==> config.mk <==
export PLATFORM = sky130hd
export DESIGN_NAME = addsub_share_ctrl
export DESIGN_NICKNAME = d
export VERILOG_FILES = /design/src/rtl/addsub_share_pkg.sv /design/src/rtl/addsub_share_ctrl_rr_pick2.sv /design/src/rtl/addsub_share_ctrl.sv
export SDC_FILE = /design/constraint.sdc
export NUM_CORES = 1
export LEC_CHECK = 0
export CORE_MARGIN = 5
export CORE_UTILIZATION = 40
export CTS_BUF_LIST = sky130_fd_sc_hd__clkbuf_4 sky130_fd_sc_hd__clkbuf_8 sky130_fd_sc_hd__clkbuf_16
export CTS_CLUSTER_SIZE = 12
export DETAILED_ROUTE_END_ITERATION = 8
export MAX_ROUTING_LAYER = met4
export PLACE_DENSITY = 0.87
export SYNTH_ARGS = -nofsm -noshare
export SYNTH_HDL_FRONTEND = slang
export SYNTH_SLANG_ARGS = --single-unit
==> constraint.sdc <==
create_clock -name CLOCK_50 -period 2.8 [get_ports CLOCK_50]
set_clock_uncertainty 0.1 [all_clocks]
set_input_delay 0.56 -clock CLOCK_50 [delete_from_list [all_inputs] [get_ports CLOCK_50]]
set_output_delay 0.56 -clock CLOCK_50 [all_outputs]
set_load 0.01 [all_outputs]
==> src/rtl/addsub_share_pkg.sv <==
// Shared constants for the add/subtract sharing controller: FSM encodings and requester IDs.
package addsub_share_pkg;

    localparam logic [1:0] S_IDLE  = 2'd0;
    localparam logic [1:0] S_ISSUE = 2'd1;
    localparam logic [1:0] S_WAIT  = 2'd2;
    localparam logic [1:0] S_RESP  = 2'd3;

    localparam logic RID0 = 1'b0;
    localparam logic RID1 = 1'b1;

endpackage

==> src/rtl/addsub_share_ctrl_rr_pick2.sv <==
// Combinational two-way round-robin pick: one-hot grant, ties go to the requester not served last.
module rr_pick2
    import addsub_share_pkg::*;
(
    input  logic [1:0] valid,
    input  logic       last_id,
    output logic [1:0] grant
);

    always_comb begin
        grant = '0;
        if (valid == 2'b11) begin
            grant = (last_id == RID0) ? 2'b10 : 2'b01;
        end else begin
            grant = valid;
        end
    end

endmodule

==> src/rtl/addsub_share_ctrl.sv <==
// Shares one fixed-latency registered adder between two requesters; one operation in flight,
// response held until the consumer accepts it.
module addsub_share_ctrl
    import addsub_share_pkg::*;
#(
    parameter int N   = 4,
    parameter int LAT = 1
) (
    input  logic         CLOCK_50,
    input  logic         resetn,
    input  logic         r0_valid,
    output logic         r0_ready,
    input  logic [N-1:0] r0_a,
    input  logic [N-1:0] r0_b,
    input  logic         r0_sub,
    input  logic         r1_valid,
    output logic         r1_ready,
    input  logic [N-1:0] r1_a,
    input  logic [N-1:0] r1_b,
    input  logic         r1_sub,
    output logic [N-1:0] adu_a,
    output logic [N-1:0] adu_b,
    output logic         adu_sub,
    input  logic [N-1:0] adu_sum,
    input  logic         adu_cout,
    input  logic         adu_ovf,
    output logic         rsp_valid,
    input  logic         rsp_ready,
    output logic         rsp_id,
    output logic [N-1:0] rsp_sum,
    output logic         rsp_cout,
    output logic         rsp_ovf
);

    localparam int CW = $clog2(LAT) + 1;
    localparam logic [CW-1:0] CNT_LOAD = CW'(LAT - 1);

    logic [1:0]    state_q, state_d;
    logic [N-1:0]  a_q, a_d, b_q, b_d;
    logic          sub_q, sub_d, id_q, id_d, last_q, last_d;
    logic [CW-1:0] cnt_q, cnt_d;
    logic          rsp_valid_q, rsp_valid_d, rsp_id_q, rsp_id_d;
    logic [N-1:0]  rsp_sum_q, rsp_sum_d;
    logic          rsp_cout_q, rsp_cout_d, rsp_ovf_q, rsp_ovf_d;
    logic [1:0]    grant;
    logic          busy;

    rr_pick2 u_pick (
        .valid   ({r1_valid, r0_valid}),
        .last_id (last_q),
        .grant   (grant)
    );

    always_comb begin
        state_d     = state_q;
        a_d         = a_q;
        b_d         = b_q;
        sub_d       = sub_q;
        id_d        = id_q;
        last_d      = last_q;
        cnt_d       = cnt_q;
        rsp_valid_d = rsp_valid_q;
        rsp_id_d    = rsp_id_q;
        rsp_sum_d   = rsp_sum_q;
        rsp_cout_d  = rsp_cout_q;
        rsp_ovf_d   = rsp_ovf_q;
        r0_ready    = 1'b0;
        r1_ready    = 1'b0;
        case (state_q)
            S_IDLE: begin
                r0_ready = grant[0];
                r1_ready = grant[1];
                if (r0_valid && grant[0]) begin
                    a_d     = r0_a;
                    b_d     = r0_b;
                    sub_d   = r0_sub;
                    id_d    = RID0;
                    last_d  = RID0;
                    state_d = S_ISSUE;
                end else if (r1_valid && grant[1]) begin
                    a_d     = r1_a;
                    b_d     = r1_b;
                    sub_d   = r1_sub;
                    id_d    = RID1;
                    last_d  = RID1;
                    state_d = S_ISSUE;
                end
            end
            S_ISSUE: begin
                cnt_d   = CNT_LOAD;
                state_d = S_WAIT;
            end
            S_WAIT: begin
                // Counter reaches zero exactly when the adder output reflects the issued operands.
                if (cnt_q == '0) begin
                    rsp_valid_d = 1'b1;
                    rsp_id_d    = id_q;
                    rsp_sum_d   = adu_sum;
                    rsp_cout_d  = adu_cout;
                    rsp_ovf_d   = adu_ovf;
                    state_d     = S_RESP;
                end else begin
                    cnt_d = cnt_q - CW'(1);
                end
            end
            S_RESP: begin
                if (rsp_ready) begin
                    rsp_valid_d = 1'b0;
                    state_d     = S_IDLE;
                end
            end
            default: state_d = S_IDLE;
        endcase
    end

    always_comb begin
        busy    = (state_q == S_ISSUE) || (state_q == S_WAIT);
        adu_a   = busy ? a_q : '0;
        adu_b   = busy ? b_q : '0;
        adu_sub = busy ? sub_q : 1'b0;
    end

    always_ff @(posedge CLOCK_50) begin
        if (!resetn) begin
            state_q     <= S_IDLE;
            a_q         <= '0;
            b_q         <= '0;
            sub_q       <= 1'b0;
            id_q        <= RID0;
            last_q      <= RID1;
            cnt_q       <= '0;
            rsp_valid_q <= 1'b0;
            rsp_id_q    <= 1'b0;
            rsp_sum_q   <= '0;
            rsp_cout_q  <= 1'b0;
            rsp_ovf_q   <= 1'b0;
        end else begin
            state_q     <= state_d;
            a_q         <= a_d;
            b_q         <= b_d;
            sub_q       <= sub_d;
            id_q        <= id_d;
            last_q      <= last_d;
            cnt_q       <= cnt_d;
            rsp_valid_q <= rsp_valid_d;
            rsp_id_q    <= rsp_id_d;
            rsp_sum_q   <= rsp_sum_d;
            rsp_cout_q  <= rsp_cout_d;
            rsp_ovf_q   <= rsp_ovf_d;
        end
    end

    assign rsp_valid = rsp_valid_q;
    assign rsp_id    = rsp_id_q;
    assign rsp_sum   = rsp_sum_q;
    assign rsp_cout  = rsp_cout_q;
    assign rsp_ovf   = rsp_ovf_q;

endmodule

==> results.toml, run 1 <==
[worst_setup_path]
critPathSlowestCell = "clkdlybuf4s50_1"
worstSetupEndpointType = "primary output"
cp_max_fo = 6
rr_worst_depth = 5
rr_endpoint = "a_q[2]"
cp.buffers_inverters = 2
max_stage_delay_ns = 0.58
crit_arrival_ns = 1.99
cp_common_cell = "clkdlybuf4s50_1"
r2r_start = "state_q[0]"
worstPathCellList = "clkdlybuf4s50_1 -> nand2_1 -> a21oi_1 -> clkdlybuf4s50_1"
reg2reg_slack_ns = 1.35
crit_type = "in2out"
start_kind = "input pin"
crit_start = "r1_valid"
required_ns = 2.14
cp_top_family = "buffers and inverters"

[synthesis]
synth_cell_type_count = 22
synthCells = 117
synth.avg_cell_area_um2 = 8.91
synth_nets = 150
ys_ff_latch = 21
seq_area_frac_synth_pct = 40.3
netlist_area_um2 = 1040
ys_warn_count = 0

[cells_and_area]
postLayoutCoreUtil_pct = 62.7
drive_gt1_share_pct = 6.10
n_antenna_cell = 0
syn_to_final_growth_pct = 49.1
fin_nets = 198

[route]
wl_um = 2600
vias = 1006
dr.pass1.iters = 4
drtIter0Drc = 22
drc_errors = 0
avgRoutedWirePerCell_um = 13.4
avgViaCountPerCell = 5.19
ant_nets = 0

[min_path]
min_path_type = "reg2reg"
hold_path_depth = 2
worstHoldStart = "id_q"
hold_end = "id_q"

[place]
hpwlAfterDp_um = 2030
gp_congestion = 0.747
portBuffers = 47

[cts]
cts_resized = 0
h-tree-depth = 1
path_clk_slew_ns = 0.11
insertion_delay_ns = 0.29
cts_tree = "built"
postCtsSetupBuffers = 0
cts_hold_buf = 0
cts.root.buffer_cell = "clkbuf_4"
cts.sinks = 21
cts_made_buffers = 3
cts_buffer_depth = 2

[grt]
grt.met2_usage_pct = 27.6
grt_max_degree = 25
overflow = 0
globalRouteTotalUtil_pct = 15.0
grt_pass1_vias = 1020
use_met3_pct = 3.14
met1_usage_pct = 15.8
grt_pass1_wl_um = 4160
busiest_layer = "met2"
antenna_found_initial = 0

[timing]
setup_tns_ns = 0
finalSetupViolations = 0
min_period_over_period_pct = 94.6
worst_pin_slew_ns = 0.703
rsz0062_at_grt = "false"
relSlewSlack_pct = 53.0
period_minus_slack_ns = 2.65
fmax_mhz = 378
maxSlewViolCount = 0
finalHoldViolCount = 0

[pwr]
p_leak_nw = 0.582
powerDensity_nw_per_um2 = 792
peakVddDrop_mv = 0.444

[floorplan]
num_io_pins = 48
die_w_um = 61.0
rows = 18
design.core.area_um2 = 2480
fp.dieArea_um2 = 3730
die_h_um = 61.0
start_util_pct = 42.1

[flow_run]
maxCapViolCount = 0

[outcome]
status = "complete, no violations"
## area by class of cell
type | count | area, um^2
Fill cell | 220 | 923
Multi-Input combinational cell | 87 | 569
Timing Repair Buffer | 49 | 485
Sequential cell | 21 | 420
Tap cell | 30 | 37.5
Clock buffer | 4 | 30.0
Inverter | 3 | 11.3
## cells in the final DEF, fill, tap and decap left out
master | netlist | layout
clkdlybuf4s50_1 | 0 | 47
dfxtp_1 | 21 | 21
o21ai_0 | 19 | 19
nor2b_1 | 10 | 10
and2_1 | 9 | 9
mux2i_1 | 9 | 9
nand3_1 | 9 | 9
a31oi_1 | 9 | 9
nand2_1 | 6 | 6
a21oi_1 | 4 | 4
ha_1 | 4 | 4
clkbuf_4 | 0 | 4
inv_1 | 3 | 3
buf_4 | 0 | 2
nand2b_1 | 1 | 1
and3_4 | 1 | 1
nor2_1 | 1 | 1
o21a_4 | 1 | 1
and2b_2 | 1 | 1
o21ai_1 | 1 | 1
o2bb2ai_2 | 1 | 1
and3_1 | 1 | 1
## cell usage after synthesis
cell type  number  area, um^2
dfxtp_1        21         420
o21ai_0        19        95.1
nor2b_1        10        62.6
a31oi_1         9        56.3
and2_1          9        56.3
mux2i_1         9        90.1
nand3_1         9        45.0
nand2_1         6        22.5
a21oi_1         4        20.0
ha_1            4        50.1
buf_2           3        15.0
inv_1           3        11.3
buf_6           2        22.5
and2b_2         1        8.76
and3_1          1        6.26
and3_4          1        11.3
clkbuf_1        1        3.75
nand2b_1        1        6.26
nor2_1          1        3.75
o21a_4          1        15.0
o21ai_1         1        5.00
o2bb2ai_2       1        15.0
## sequential cells by signal, indices dropped and copies added, names as in the netlist
name / count
a_q: 4
b_q: 4
id_q: 1
last_q: 1
rsp_cout: 1
rsp_id: 1
rsp_ovf: 1
rsp_sum: 4
rsp_valid: 1
state_q: 2
sub_q: 1
## report_power, final
part	switching [mW]	total [mW]	leakage (nW)	internal [mW]
combinational	0.306	0.640	0.390	0.334
sequential	0.0480	0.439	0.173	0.392
clock	0.0855	0.150	0.0184	0.0650
## tightest hold or removal path, cell delays in order, from the launching register on
cell and delay (ns):
dfxtp_1 0.33, nand2_1 0.07, o2bb2ai_2 0.05
## through the flow
step	total power [mW]	setup WS, ns	instances	hold WS, ns	instance area (um^2)
3_5_place_dp	1.09	0.128	190	0.358	1520
3_3_place_gp	1.06	0.196	190	0.357	1520
5_1_grt	1.33	0.0325	194	0.404	1550
2_1_floorplan	0.833	1.13	117	0.340	1040
4_1_cts	1.25	0.141	194	0.376	1550
6_report	1.23	0.152	194	0.370	1550
## worst max-delay path by stage
| stage | endpoint | slack (ns) | cells after the start |
|---|---|---|---|
| 2_1_floorplan | r1_ready | 1.13 | 2 |
| 3_3_place_gp | r1_ready | 0.20 | 4 |
| 3_5_place_dp | r1_ready | 0.13 | 4 |
| 4_1_cts | r1_ready | 0.14 | 4 |
| 5_1_grt | r1_ready | 0.03 | 4 |
| 6_report | r1_ready | 0.15 | 4 |
## metal layers
layer  vias to the layer above  wire [um]
li1                        503          -
met1                       458       1070
met2                        43       1300
met3                         2        220
met4                         0         14
met5                         -          0
## cells by family after synthesis
group                    Yosys count  synth area share, %
AND/OR/NAND/NOR                   39                 21.4
AO/OA/AOI/OAI                     35                 19.8
flip-flops                        21                 40.3
buffers and inverters              9                 5.04
multiplexers                       9                 8.64
adder cells (fa/ha/maj)            4                 4.80
No activity file was read; power rests on OpenSTA's default activity.
==> run 2, diff against run 1 <==
--- a/config.mk
+++ b/config.mk
@@ -6,12 +6,12 @@
 export NUM_CORES = 1
 export LEC_CHECK = 0
 export CORE_MARGIN = 5
-export CORE_UTILIZATION = 40
+export CORE_UTILIZATION = 36
 export CTS_BUF_LIST = sky130_fd_sc_hd__clkbuf_4 sky130_fd_sc_hd__clkbuf_8 sky130_fd_sc_hd__clkbuf_16
 export CTS_CLUSTER_SIZE = 12
 export DETAILED_ROUTE_END_ITERATION = 8
 export MAX_ROUTING_LAYER = met4
-export PLACE_DENSITY = 0.87
+export PLACE_DENSITY = 0.83
 export SYNTH_ARGS = -nofsm -noshare
 export SYNTH_HDL_FRONTEND = slang
 export SYNTH_SLANG_ARGS = --single-unit
==> constraint.sdc (replaced) <==
create_clock -name CLOCK_50 -period 2.4 [get_ports CLOCK_50]
set_clock_uncertainty 0.1 [all_clocks]
set_input_delay 0.48 -clock CLOCK_50 [delete_from_list [all_inputs] [get_ports CLOCK_50]]
set_output_delay 0.48 -clock CLOCK_50 [all_outputs]
set_load 0.01 [all_outputs]
==> results.toml, run 2 (synthesized netlist as in run 1, its figures left out) <==
[worst_setup_path]
required_ns = 1.82
reg2reg_slack_ns = 0.90
worstSetupEndpointType = "primary output"
crit_arrival_ns = 1.77
crit_type = "reg2out"
start_kind = "flop"
cp_max_fo = 10

[cells_and_area]
final_common_cell = "clkdlybuf4s50_1"
postLayoutCoreUtil_pct = 57.5
drive_gt1_share_pct = 8.48
multi_input_area_um2 = 582
postLayoutCellArea_um2 = 1590
fin_nets = 199
seqCellArea_um2 = 423
mostFrequentLayoutCells = "clkdlybuf4s50_1, o21ai_0, dfxtp_1"
n_antenna_cell = 0
n_fill_cell = 271
syn_to_final_growth_pct = 52.2

[floorplan]
start_util_pct = 37.8
design.core.area_um2 = 2760
fp.dieArea_um2 = 4070
num_io_pins = 48
rows = 19
die_h_um = 63.8
die_w_um = 63.8

[place]
dp_slack_ns = -0.0311
hpwlAfterDp_um = 2170
gp_congestion = 0.758
portBuffers = 47
dpl_cell_area_um2 = 1530

[cts]
path_clk_slew_ns = 0.12
cts_buffer_depth = 2
postCtsSetupBuffers = 0
cts_tree = "built"
h-tree-depth = 1
insertion_delay_ns = 0.31
cts.root.buffer_cell = "clkbuf_4"
cts.sinks = 21
cts_made_buffers = 3

[grt]
grt_pass1_wl_um = 4710
grt_max_degree = 25
overflow = 0
antenna_found_initial = 0
grt_pass1_vias = 1035
globalRouteTotalUtil_pct = 14.7

[route]
avgRoutedWirePerCell_um = 14.2
avgViaCountPerCell = 5.09
drc_errors = 0
ant_nets = 0
wl_um = 2790
vias = 998
dr.pass1.iters = 4
drtIter0Drc = 16

[timing]
worst_pin_slew_ns = 0.717
rsz0062_at_grt = "false"
finalHoldViolCount = 0
fmax_mhz = 425
setup_tns_ns = 0
period_minus_slack_ns = 2.35
min_period_over_period_pct = 97.9
relSlewSlack_pct = 52.1
finalWorstSetupSlack_ns = 0.0494
finalSetupViolations = 0
maxSlewViolCount = 0

[pwr]
peakVddDrop_mv = 0.518
p_leak_nw = 0.657
powerDensity_nw_per_um2 = 932
total_power_mw = 1.48

[min_path]
min_path_type = "reg2reg"

[outcome]
status = "complete, no violations"

[flow_run]
maxCapViolCount = 0
-- run 2: cell count changes in the layout (fill, tap and decap cells not counted), sizes merged --
cell | before | now
buf | 2 | 3
dlymetal6s2s | 0 | 4
dlygate4sd2 | 0 | 1
clkdlybuf4s50 | 47 | 42
-- run 2: final cells by class --
type	instances	area share, %
repair buffers	50	31.6
clock buffers	4	1.89
inverters	3	0.710
flip-flops and latches	21	26.7
well taps	31	2.44
multi-input cells	87	36.7
-- run 2: through the flow --
step	hold slack, ns	instances
after detailed placement	0.383	192
after floorplan	0.340	117
after CTS	0.402	196
final	0.397	196
after global routing	0.427	196
after global placement	0.357	192
-- run 2: path summary, 6_finish.rpt --
path              startpoint          to  cells past startpoint
hold / removal          id_q        id_q                      2
setup reg to reg  state_q[0]  state_q[0]                      4
setup / recovery  state_q[0]    adu_b[1]                      4
hold reg to reg         id_q        id_q                      2
-- run 2: routing by layer --
| layer | part of all wire [%] | track usage (%) |
|---|---|---|
| met5 | 0 | - |
| met4 | 1.7 | 5.45 |
| met3 | 5.7 | 2.80 |
| met2 | 50 | 24.7 |
| met1 | 43 | 17.1 |
-- run 2: where the power goes --
| part | switching, mW | internal [mW] | total, mW |
|---|---|---|---|
| Clock | 0.108 | 0.0762 | 0.185 |
| Sequential | 0.0577 | 0.461 | 0.518 |
| Combinational | 0.361 | 0.415 | 0.776 |
-- run 2: critical path, cell delays in order (launching register included) --
cell and delay (ns):
dfxtp_2 0.37, inv_1 0.10, ha_4 0.32, and2_1 0.12
clkdlybuf4s50_1 0.55
-- run 2: what timing repair did --
action,CTS,global route
hold buffers,0,0
gates resized for setup,4,5
endpoints found under the setup margin,10,10
==> patch 1: new RTL, config.mk and constraints of run 2 <==
Change the parameter `N` from 4 to 6.
--- a/src/rtl/addsub_share_ctrl.sv
+++ b/src/rtl/addsub_share_ctrl.sv
@@ -5,3 +5,3 @@
 #(
-    parameter int N   = 4,
+    parameter int N   = 6,
     parameter int LAT = 1
Ports: changed (8 resized); port bits go from 48 to 64. No check against the original RTL was run, so the function may have changed too.
==> patch 1 against run 2 <==
Routed wire length grew 23%; hold slack lost 37 ps; sequential cell count grew 6; register-to-register slack lost 50 ps; count of clock-buffer cells in the layout shrank 1; first-iteration DRC count grew to 2.8 times the old value; setup slack gained 35 ps; cell area grew 29%; total power grew 27%; area after synthesis grew 26%; largest cell class unchanged; largest power group unchanged.
==> patch 1: results (changes against run 2) <==
[route]
antenna_left=0  ; unchanged
dr.pass1.iters=4  ; unchanged
num_vias=1282  ; +28%
detail_route.wl_per_cell_um=13.22  ; -7.1%
drt-initial-drc-count=44  ; +28

[placement]
gp_congestion=0.6669  ; -12%
dp.cells=256  ; +33%
port_buffers=63  ; +34%
dp_hpwl_mm=2.537  ; +17%
post-place-ws_ps=32.16  ; +63.24 ps

[timing]
fin_ws_ps=84.55  ; +35.20 ps
max_slew.worst_pin.slew_ps=586.6  ; -130.3 ps

[layout]
antennaDiodeCount=0  ; unchanged
layout-drive-gt1-share_pct=6.604  ; -1.9 points
final_cells=260  ; +33%
layout.nets=256  ; +29%

[synthesis]
seq_area_frac_synth_pct=41.18  ; +0.85 points
synthTopCellsByArea=dfxtp_1, mux2i_1, o21ai_1, a31oi_1, and2_1
yosysWarnings=0  ; unchanged
ys_top_cells_by_count=dfxtp_1, o21ai_1, a31oi_1, and2_1, nand3_1
synthArstFlopShare_pct=0  ; unchanged
syn_area_per_cell_um2=8.578  ; -3.7%
yosysUniqueCellTypes=23  ; +4.5%
syn-num-nets=196  ; +31%

[setup_path]
cp_slowest_cell=clkdlybuf4s50_1
slowest_delay_ps=530  ; -20 ps
critPathMaxFanout=14  ; +4
crit_family=buffers and inverters
crit_arrival_ps=1740  ; -30 ps
reg2reg_slack_ps=850  ; -50 ps

[clock_network]
cts_buffers=3  ; unchanged
cts-root-buf=clkbuf_8
cts-htree-levels=1  ; unchanged
cts_buffer_depth=2  ; unchanged
cts.clk_slew.worst_paths_ps=90  ; -30 ps
clock_latency_ps=270  ; -40 ps
cts_setup_buffers=0  ; unchanged

[global_routing]
gr-total-overflow=0  ; unchanged
grt_pass1_wl_mm=5.499  ; +17%
antenna_found_initial=0  ; unchanged
track_usage_pct=13.75  ; -0.93 points
grt_max_degree=31  ; +24%

[power]
ir_drop_mv=0.4409  ; -15%
internal-power_w=0.001213  ; +28%
leakage_nw=0.9186  ; +40%

[run_status]
status=completed

[hold_path]
hp-class=flip-flop to flip-flop

## patch 1: path summary, 6_finish.rpt
path                            endpoint  cells past startpoint        from
worst min register to register      id_q                      2        id_q
worst max-delay path            adu_a[4]                      4  state_q[0]
worst min-delay path                id_q                      2        id_q
worst max register to register    b_q[0]                      5  state_q[0]
## patch 1: timing repair
item	in CTS	in global routing
endpoints found under the setup margin	13	14
gates resized for setup	2	12
hold buffers	0	0
pin swaps	0	1
## patch 1: power by group through the flow
stage          Sequential (W)  Clock [W]  Combinational, W
6_report             0.000664   0.000257          0.000965
5_1_grt              0.000679   0.000282           0.00107
4_1_cts              0.000662   0.000270          0.000991
3_5_place_dp         0.000672          0          0.000941
3_3_place_gp         0.000661          0          0.000929
2_1_floorplan        0.000666          0          0.000557
## patch 1: stage by stage
step	hold WS, ps	power (W)	instance area, µm²
after floorplan	329.1	0.001224	1313
after global placement	340.5	0.001589	1968
after detailed placement	353.6	0.001613	1968
after CTS	367.3	0.001922	2027
after global routing	381.0	0.002029	2054
final	359.4	0.001885	2054
## patch 1: per-layer routing
metal	global-route usage (%)	vias up	routed length, µm
met1	15.88	567	1488
met3	3.741	2	293
met5	-	-	0
met4	3.830	0	15
li1	-	655	-
met2	23.28	58	1639
## patch 1: area by class of cell
class | count | area, µm²
Clock buffer | 3 | 41.29
Clock inverter | 1 | 5.005
Fill cell | 334 | 1551
Inverter | 3 | 11.26
Multi-Input combinational cell | 111 | 708.2
Sequential cell | 27 | 543.0
Tap cell | 48 | 60.06
Timing Repair Buffer | 67 | 685.7
## patch 1: cell families after synthesis
kind of cell               synth area share, %
buffers and inverters                    5.815
and+or+nand+nor                          21.07
adders and majority gates                3.813
DFF                                      41.18
AOI/OAI and AO/OA                        19.73
muxes                                    8.389
==> patch 2: new RTL, settings of run 2 <==
Without the edit above. `b_q` no longer has a reset.
--- a/src/rtl/addsub_share_ctrl.sv
+++ b/src/rtl/addsub_share_ctrl.sv
@@ -126,3 +126,2 @@
             a_q         <= '0;
-            b_q         <= '0;
             sub_q       <= 1'b0;
@@ -139,3 +138,2 @@
             a_q         <= a_d;
-            b_q         <= b_d;
             sub_q       <= sub_d;
@@ -152,2 +150,6 @@
 
+    always_ff @(posedge CLOCK_50) begin
+        b_q <= b_d;
+    end
+
     assign rsp_valid = rsp_valid_q;
Check against the original RTL: no difference found for any inputs over 10 cycles, from zero or initial values and one cycle with resetn low; that may be too few to reach the edited logic, so the function may still have changed.
==> patch 2 against run 2 <==
Total power grew 2.3%; sequential cell count is the same; cell area grew 2.4%; sequential share of layout area grew 1.8 points; routed wire length shrank 9.7%; utilization grew 0.36 points; area after synthesis grew 2.2%; non-clock buffer count grew 1; setup slack lost 13 ps; die area grew 1.8%; count of clock-buffer cells in the layout shrank 1; critical endpoint is now r0_ready; largest cell class unchanged; largest power group unchanged.
==> patch 2: results (changes against run 2) <==
[global_routing]
grt_pass1_vias=924  ; -11%
grt_pass1_wl_mm=4.133  ; -12%
track_usage_pct=13.02  ; -1.7 points
grt_max_degree=21  ; -16%
antenna_found_initial=0  ; unchanged

[placement]
place_area_mm2=0.001565  ; +2.1%
dp_hpwl_mm=2.023  ; -6.6%
gp_congestion=0.7894  ; +4.2%
dp.cells=182  ; -5.2%
post-place-ws_ps=-28.56  ; +2.521 ps

[layout]
layout.nets=189  ; -5.0%
nFillCells=239  ; -12%
layout-drive-gt1-share_pct=13.55  ; +5.1 points
final_core_util_pct=57.89  ; +0.36 points

[run_status]
status=completed

[power]
ir_drop_mv=0.4580  ; -12%
leakage_nw=0.7344  ; +12%

[clock_network]
cts_buffer_depth=2  ; unchanged
cts.clk_slew.worst_paths_ps=120  ; about the same
clock_latency_ps=300
cts_setup_buffers=0  ; unchanged

[synthesis]
synth_adder_area_share_pct=4.700  ; -0.10 points
yosysUniqueCellTypes=27  ; +23%
synthTopCellsByArea=dfxtp_1, edfxtp_1, mux2i_1, nor2b_1, mux2_4
synth_edf_count=4  ; +4
seq_area_frac_synth_pct=43.24  ; +2.9 points
syn-num-nets=138  ; -8.0%
synthMuxAreaShare_pct=14.10  ; +5.5 points
syn_inst=105  ; -10%
ys_top_cells_by_count=dfxtp_1, nor2b_1, and2_1, mux2i_1, o21ai_1
synth_compound_area_share_pct=12.46  ; -7.4 points

[route]
drt-initial-drc-count=20  ; +4
viasPerCell=5.113  ; +0.41%
wl_mm=2.518  ; -9.7%
num_vias=951  ; -4.7%

[setup_path]
reg2reg_to=rsp_id
critPathMaxFanout=4  ; -6
r2r_start=state_q[0]
startpoint=r0_valid
r2r_cells=4  ; unchanged

[timing]
holdWs_ps=381.5  ; -15.38 ps
max_slew_margin_pct=60.70  ; +8.6 points

[hold_path]
min_to=state_q[0]
hold_start=state_q[0]
hold_path_depth=2  ; unchanged

==> patch 2: worst reg2reg max path, delay by kind of cell (launching register included) <==
family                     cells  cell delay (ps)
adders and majority gates      1              490
and+or+nand+nor                1               80
muxes                          1              260
DFF                            1              350
buffers and inverters          1              130
==> patch 2: kinds of logic after synthesis <==
kind of cell / after synthesis
compound gates: 23
fa+ha+maj: 4
buf+inv: 8
flops: 21
mux: 13
simple gates: 36
==> patch 2: routing by layer <==
metal | track usage (%) | wire (µm) | part of all wire, %
met1 | 14.36 | 1081 | 43
met2 | 21.39 | 1198 | 48
met3 | 3.327 | 183 | 7.3
met4 | 7.124 | 55 | 2.2
met5 | - | 0 | 0
==> patch 2: area by class of cell <==
| class | instances | share of cell area (%) |
|---|---|---|
| timing repair buffer | 51 | 31.82 |
| multi-input combinational | 76 | 34.90 |
| clock inverter | 1 | 0.3082 |
| sequential | 21 | 28.51 |
| inverter | 3 | 0.6934 |
| tap | 31 | 2.388 |
| clock buffer | 3 | 1.387 |
==> patch 2: how the worst max path moves through the flow <==
stage               end  cells past startpoint  slack, ps
2_1_floorplan  adu_a[0]                      3        870
3_5_place_dp   r1_ready                      4        -30
4_1_cts        adu_a[2]                      4          9
3_3_place_gp   r1_ready                      4          5
5_1_grt        r0_ready                      3          4
6_report       r0_ready                      3         40
==> patch 2: repair_timing <==
item	4_1_cts	5_1_grt
cloned	0	0
endpoints found under the setup margin	10	10
resized for setup	4	8
==> patch 2: where the power goes <==
group | internal (W) | leakage (nW) | switching, W
combinational | 0.000444 | 0.538 | 0.000366
sequential | 0.000479 | 0.179 | 0.0000535
clock | 0.0000622 | 0.0177 | 0.000106
